`src/rtl/max_52_2_frame_reduce.sv`:
```
// max_52_2_frame_reduce: reduces each stream frame to its max, first index of max and length.
// The summary is held on a valid/ready output until it is taken; no input is accepted meanwhile.
module max_52_2_frame_reduce #(
    parameter int FRAME_LEN = 16,
    parameter int IDX_W     = 4
) (
    input  logic             clk,
    input  logic             rst,
    input  logic             in_valid,
    output logic             in_ready,
    input  logic [4:0]       in_data,
    input  logic             in_last,
    output logic             out_valid,
    input  logic             out_ready,
    output logic [4:0]       out_max,
    output logic [IDX_W-1:0] out_idx,
    output logic [IDX_W:0]   out_len
);
    typedef enum logic [1:0] {IDLE, ACCUM, HOLD} state_t;
    state_t           state_q, state_d;
    logic [IDX_W:0]   cnt_q, cnt_d;
    logic [4:0]       max_q, max_d;
    logic [IDX_W-1:0] idx_q, idx_d;
    logic             accept, emit, close;
    assign accept = in_valid & in_ready;
    assign emit   = out_valid & out_ready;
    // A frame closes on in_last or on its FRAME_LEN-th accepted beat.
    assign close  = in_last | ((state_q == IDLE) ? (FRAME_LEN == 1)
                                                 : (cnt_q == (IDX_W+1)'(FRAME_LEN - 1)));
    always_ff @(posedge clk or posedge rst) begin
        if (rst) begin
            state_q <= IDLE;
            cnt_q   <= '0;
            max_q   <= '0;
            idx_q   <= '0;
        end else begin
            state_q <= state_d;
            cnt_q   <= cnt_d;
            max_q   <= max_d;
            idx_q   <= idx_d;
        end
    end
    always_comb begin
        state_d = state_q;
        case (state_q)
            IDLE, ACCUM: if (accept) state_d = close ? HOLD : ACCUM;
            HOLD:        if (emit) state_d = IDLE;
            default:     state_d = IDLE;
        endcase
    end
    // Strict greater-than keeps the earliest index on ties.
    always_comb begin
        cnt_d = cnt_q;
        max_d = max_q;
        idx_d = idx_q;
        if (accept && state_q == IDLE) begin
            cnt_d = (IDX_W+1)'(1);
            max_d = in_data;
            idx_d = '0;
        end else if (accept) begin
            cnt_d = cnt_q + 1'b1;
            max_d = (in_data > max_q) ? in_data : max_q;
            idx_d = (in_data > max_q) ? cnt_q[IDX_W-1:0] : idx_q;
        end
    end
    always_comb begin
        in_ready  = !rst && state_q != HOLD;
        out_valid = state_q == HOLD;
        out_max   = max_q;
        out_idx   = idx_q;
        out_len   = cnt_q;
    end
endmodule

```
`config.mk`:
```
export PLATFORM = sky130hd
export DESIGN_NAME = max_52_2_frame_reduce
export DESIGN_NICKNAME = d
export VERILOG_FILES = /design/src/rtl/max_52_2_frame_reduce.sv
export SDC_FILE = /design/constraint.sdc
export NUM_CORES = 1
export LEC_CHECK = 0
export BUFFER_PORTS_ARGS = -buffer_cell sky130_fd_sc_hd__buf_2
export CORE_ASPECT_RATIO = 1.1
export CORE_UTILIZATION = 34
export CTS_CLUSTER_DIAMETER = 50
export DETAILED_ROUTE_END_ITERATION = 8
export HOLD_SLACK_MARGIN = 0.1
export PLACE_DENSITY = 0.68
export SKIP_CTS_REPAIR_TIMING = 1
export SLEW_MARGIN = 20
export SYNTH_ARGS = -nofsm -noshare
export SYNTH_HDL_FRONTEND = slang
export SYNTH_SLANG_ARGS = --single-unit
export TNS_END_PERCENT = 10
```
`constraint.sdc`:
```
create_clock -name clk -period 2.06 [get_ports clk]
set_clock_uncertainty 0.15 [all_clocks]
set_input_delay 0.412 -clock clk [delete_from_list [all_inputs] [get_ports clk]]
set_output_delay 0.412 -clock clk [all_outputs]
set_load 0.02 [all_outputs]
```
==> run_results.csv <==
group,metric,value,unit
outcome,status,"finished, final reports clean",
global_routing,grt_pass1_vias,767,
floorplanning,die_h,55.57,um
layout,drive_above_1_share,0.4286,
global_routing,busiest_layer,"met2",
synthesis,synthesis.nets,105,
worst_hold_path,holdPathStages,2,
synthesis,ys_ff_latch,16,
worst_setup_path,r2r_cells,6,
synthesis,synth_area,887.1,sq um
worst_setup_path,reg2reg_slack,0.06,ns
worst_hold_path,hold_path_class,"in -> reg",
power,total_power,1.418,mW
global_routing,grt.total_usage,0.1450,
route,wl_per_cell,11.85,um
global_routing,grtUsageMet1,0.1843,
synthesis,avgSynthCellArea,10.08,sq um
route,num_vias,777,
power,seq_power_share,0.372,
synthesis,ys_warn_count,0,
layout,multi_input_area,498.0,sq um
timing,maxSlewHeadroom,0.7885,
layout,mostFrequentLayoutCells,"25 x buf_2, 13 x dfrtp_1, 12 x nand2_1",
layout,syn2layout_area_growth,36.39,%
power,leakagePower,0.6160,nW
layout,seq_area,404.1,sq um
cts,root_buffer,"clkbuf_4",
floorplanning,die_area,2817,sq um
global_routing,grt_pass1_wl,3118,um
layout,diodes,0,
route,drtIter0Drc,9,
worst_setup_path,cp.depth,6,
synthesis,ys_seq_area_frac,0.4513,
place,port_buffers,25,
power,peakVddDrop,0.0007713,V
worst_setup_path,crit_chain,"inv_2 > ha_4 > nand2_1 > a211o_1 > a211o_4 > mux2_4",
power,p_int,0.8429,mW
worst_setup_path,critPathMaxFanout,5,
timing,holdWs,0.1674,ns
worst_setup_path,crit_family,"compound AO/OA/AOI/OAI gates",
worst_setup_path,slowest_delay,0.39,ns
synthesis,synth_cells,88,
place,dpl_worst_slack,-0.1170,ns
cts,clock_sinks,16,
layout,final_common_cell,"buf_2",
worst_setup_path,crit_type,"reg -> reg",
power,p_comb_frac,0.479,
layout,fin_nets,144,
place,dpl.hpwl,1371,um
floorplanning,core-area,2496,sq um
layout,fillers,249,
route,routed_wl,1861,um
floorplanning,die_x,50.70,um
global_routing,overflow,0,
cts,cts_max_path_buffers,2,
cts,htreeDepth,1,
global_routing,grt_max_degree,19,
worst_hold_path,hold_end,"state_q[1]$_DFFE_PP0P_",
timing,final.period_utilization,0.9715,
worst_setup_path,endpoint_kind,"flip-flop",
route,drt_pass1_iterations,4,
worst_setup_path,cp_slowest_cell,"dfrtp_2",
worst_setup_path,start_kind,"flip-flop",
power,p_sw_frac,0.4055,
synthesis,synth_cell_types,24,
route,drcViolationCount,0,
global_routing,antenna_found_initial,0,
timing,worst_slack,0.05869,ns
timing,hold_viol,0,
worst_hold_path,worstHoldStart,"out_ready",
route,antenna_left,0,
timing,tightest_slew,0.3164,ns
cts,clk_latency,0.28,ns
worst_setup_path,cp_data_required_time,2.09,ns
cts,clk_pin_slew_worst_paths,0.10,ns
floorplanning,row_count,19,
worst_setup_path,r2r_end,"out_max[4]$_DFFE_PP0P_",
cts,cts_tree,"built",
worst_setup_path,worst-endpoint-arrival,2.03,ns
route,vias_per_cell,4.949,
floorplanning,start_util,0.3554,
global_routing,grt_use_met3,0.03279,
global_routing,grtUsageMet2,0.2229,
power,clock_power_share,0.148,
power,cellPowerDensity,1172,nW/um^2
worst_setup_path,r2r-start,"out_max[4]$_DFFE_PP0P_",
timing,drv_slew,0,
cts,cts_buffers,3,
flow_run,timing.max_cap.violations,0,
timing,period_needed,2.001,ns
power,p_sw,0.5750,mW
timing,fmax,499.7,MHz
timing,setup_viol,0,
timing,fin_setup_tns,0,ns
worst_setup_path,path_buf_inv,1,
place,gp_congestion,0.8015,
floorplanning,ios,26,
[worst reg2reg max path, stage by stage, from the launching register on]
cell	delay, ns
dfrtp_2	0.39
inv_2	0.05
ha_4	0.26
nand2_1	0.06
a211o_1	0.29
a211o_4	0.39
mux2_4	0.31
[synth_stat cells]
cell / count / area [sq um]
buf_2: 1 / 5.000
nor2_2: 1 / 6.260
nor2b_1: 1 / 6.260
and3_1: 1 / 6.260
and2_1: 1 / 6.260
a211oi_2: 1 / 12.51
nand4_1: 2 / 12.51
a21oi_1: 2 / 10.01
mux2i_1: 5 / 50.05
o32ai_1: 1 / 8.760
nand2_1: 12 / 45.04
dfrtp_1: 16 / 400.4
nand3_1: 3 / 15.01
o21ai_1: 5 / 25.02
inv_1: 8 / 30.03
mux2_4: 5 / 75.07
a31oi_1: 1 / 6.260
nand2b_1: 2 / 12.51
o31ai_1: 1 / 7.510
nor3_1: 1 / 5.000
ha_1: 7 / 87.58
a211o_1: 2 / 17.52
o21ai_0: 2 / 10.01
nor2_1: 7 / 26.28
[area by class of cell]
class | count | area share
Timing Repair Buffer | 35 | 0.1675
Inverter | 8 | 0.02482
Tap cell | 31 | 0.03206
Sequential cell | 16 | 0.3340
Multi-Input combinational cell | 63 | 0.4116
Clock buffer | 4 | 0.02999
[power by group through the flow]
| stage | sequential [mW] | combinational [mW] | clock (mW) |
|---|---|---|---|
| global route | 0.546 | 0.759 | 0.234 |
| finish | 0.528 | 0.680 | 0.210 |
| global placement | 0.524 | 0.625 | 0 |
| detailed placement | 0.529 | 0.641 | 0 |
| floorplan | 0.636 | 0.308 | 0 |
| CTS | 0.523 | 0.642 | 0.221 |
[per-layer routing]
layer	routed length, um	up-vias	part of all wire
met5	0	-	0
met4	16	0	0.0086
met3	79	2	0.042
met2	884	20	0.48
met1	881	375	0.47
li1	-	380	-
[flip-flops by register name, summed over array words and instances, names as in the netlist]
signal / count
state_q: 2
out_len: 5
out_idx: 4
out_max: 5
[metrics by stage]
step / instances / area [sq um] / util
floorplan: 88 / 890.9 / -
detailed placement: 152 / 1117 / 0.4476
finish: 157 / 1210 / 0.4847
CTS: 156 / 1154 / 0.4622
global route: 157 / 1210 / 0.4847
global placement: 152 / 1117 / 0.4476
[logic make-up after synthesis]
| group | share of synthesized area |
|---|---|
| DFF | 0.4513 |
| and+or+nand+nor | 0.1594 |
| buffers and inverters | 0.03949 |
| adders and majority gates | 0.09873 |
| AOI/OAI and AO/OA | 0.1100 |
| muxes | 0.1410 |
[worst max-delay path by stage]
stage | from | end | slack [ns]
3_3_place_gp | in_data[4] | out_max[4]$_DFFE_PP0P_ | -0.08
5_1_grt | out_max[1]$_DFFE_PP0P_ | out_max[4]$_DFFE_PP0P_ | -0.005
4_1_cts | out_max[1]$_DFFE_PP0P_ | out_max[4]$_DFFE_PP0P_ | -0.0008
3_5_place_dp | in_data[1] | out_max[0]$_DFFE_PP0P_ | -0.12
2_1_floorplan | out_max[4]$_DFFE_PP0P_ | out_max[1]$_DFFE_PP0P_ | 0.008
6_report | out_max[4]$_DFFE_PP0P_ | out_max[4]$_DFFE_PP0P_ | 0.06
Power figures use the tool's default switching activity.
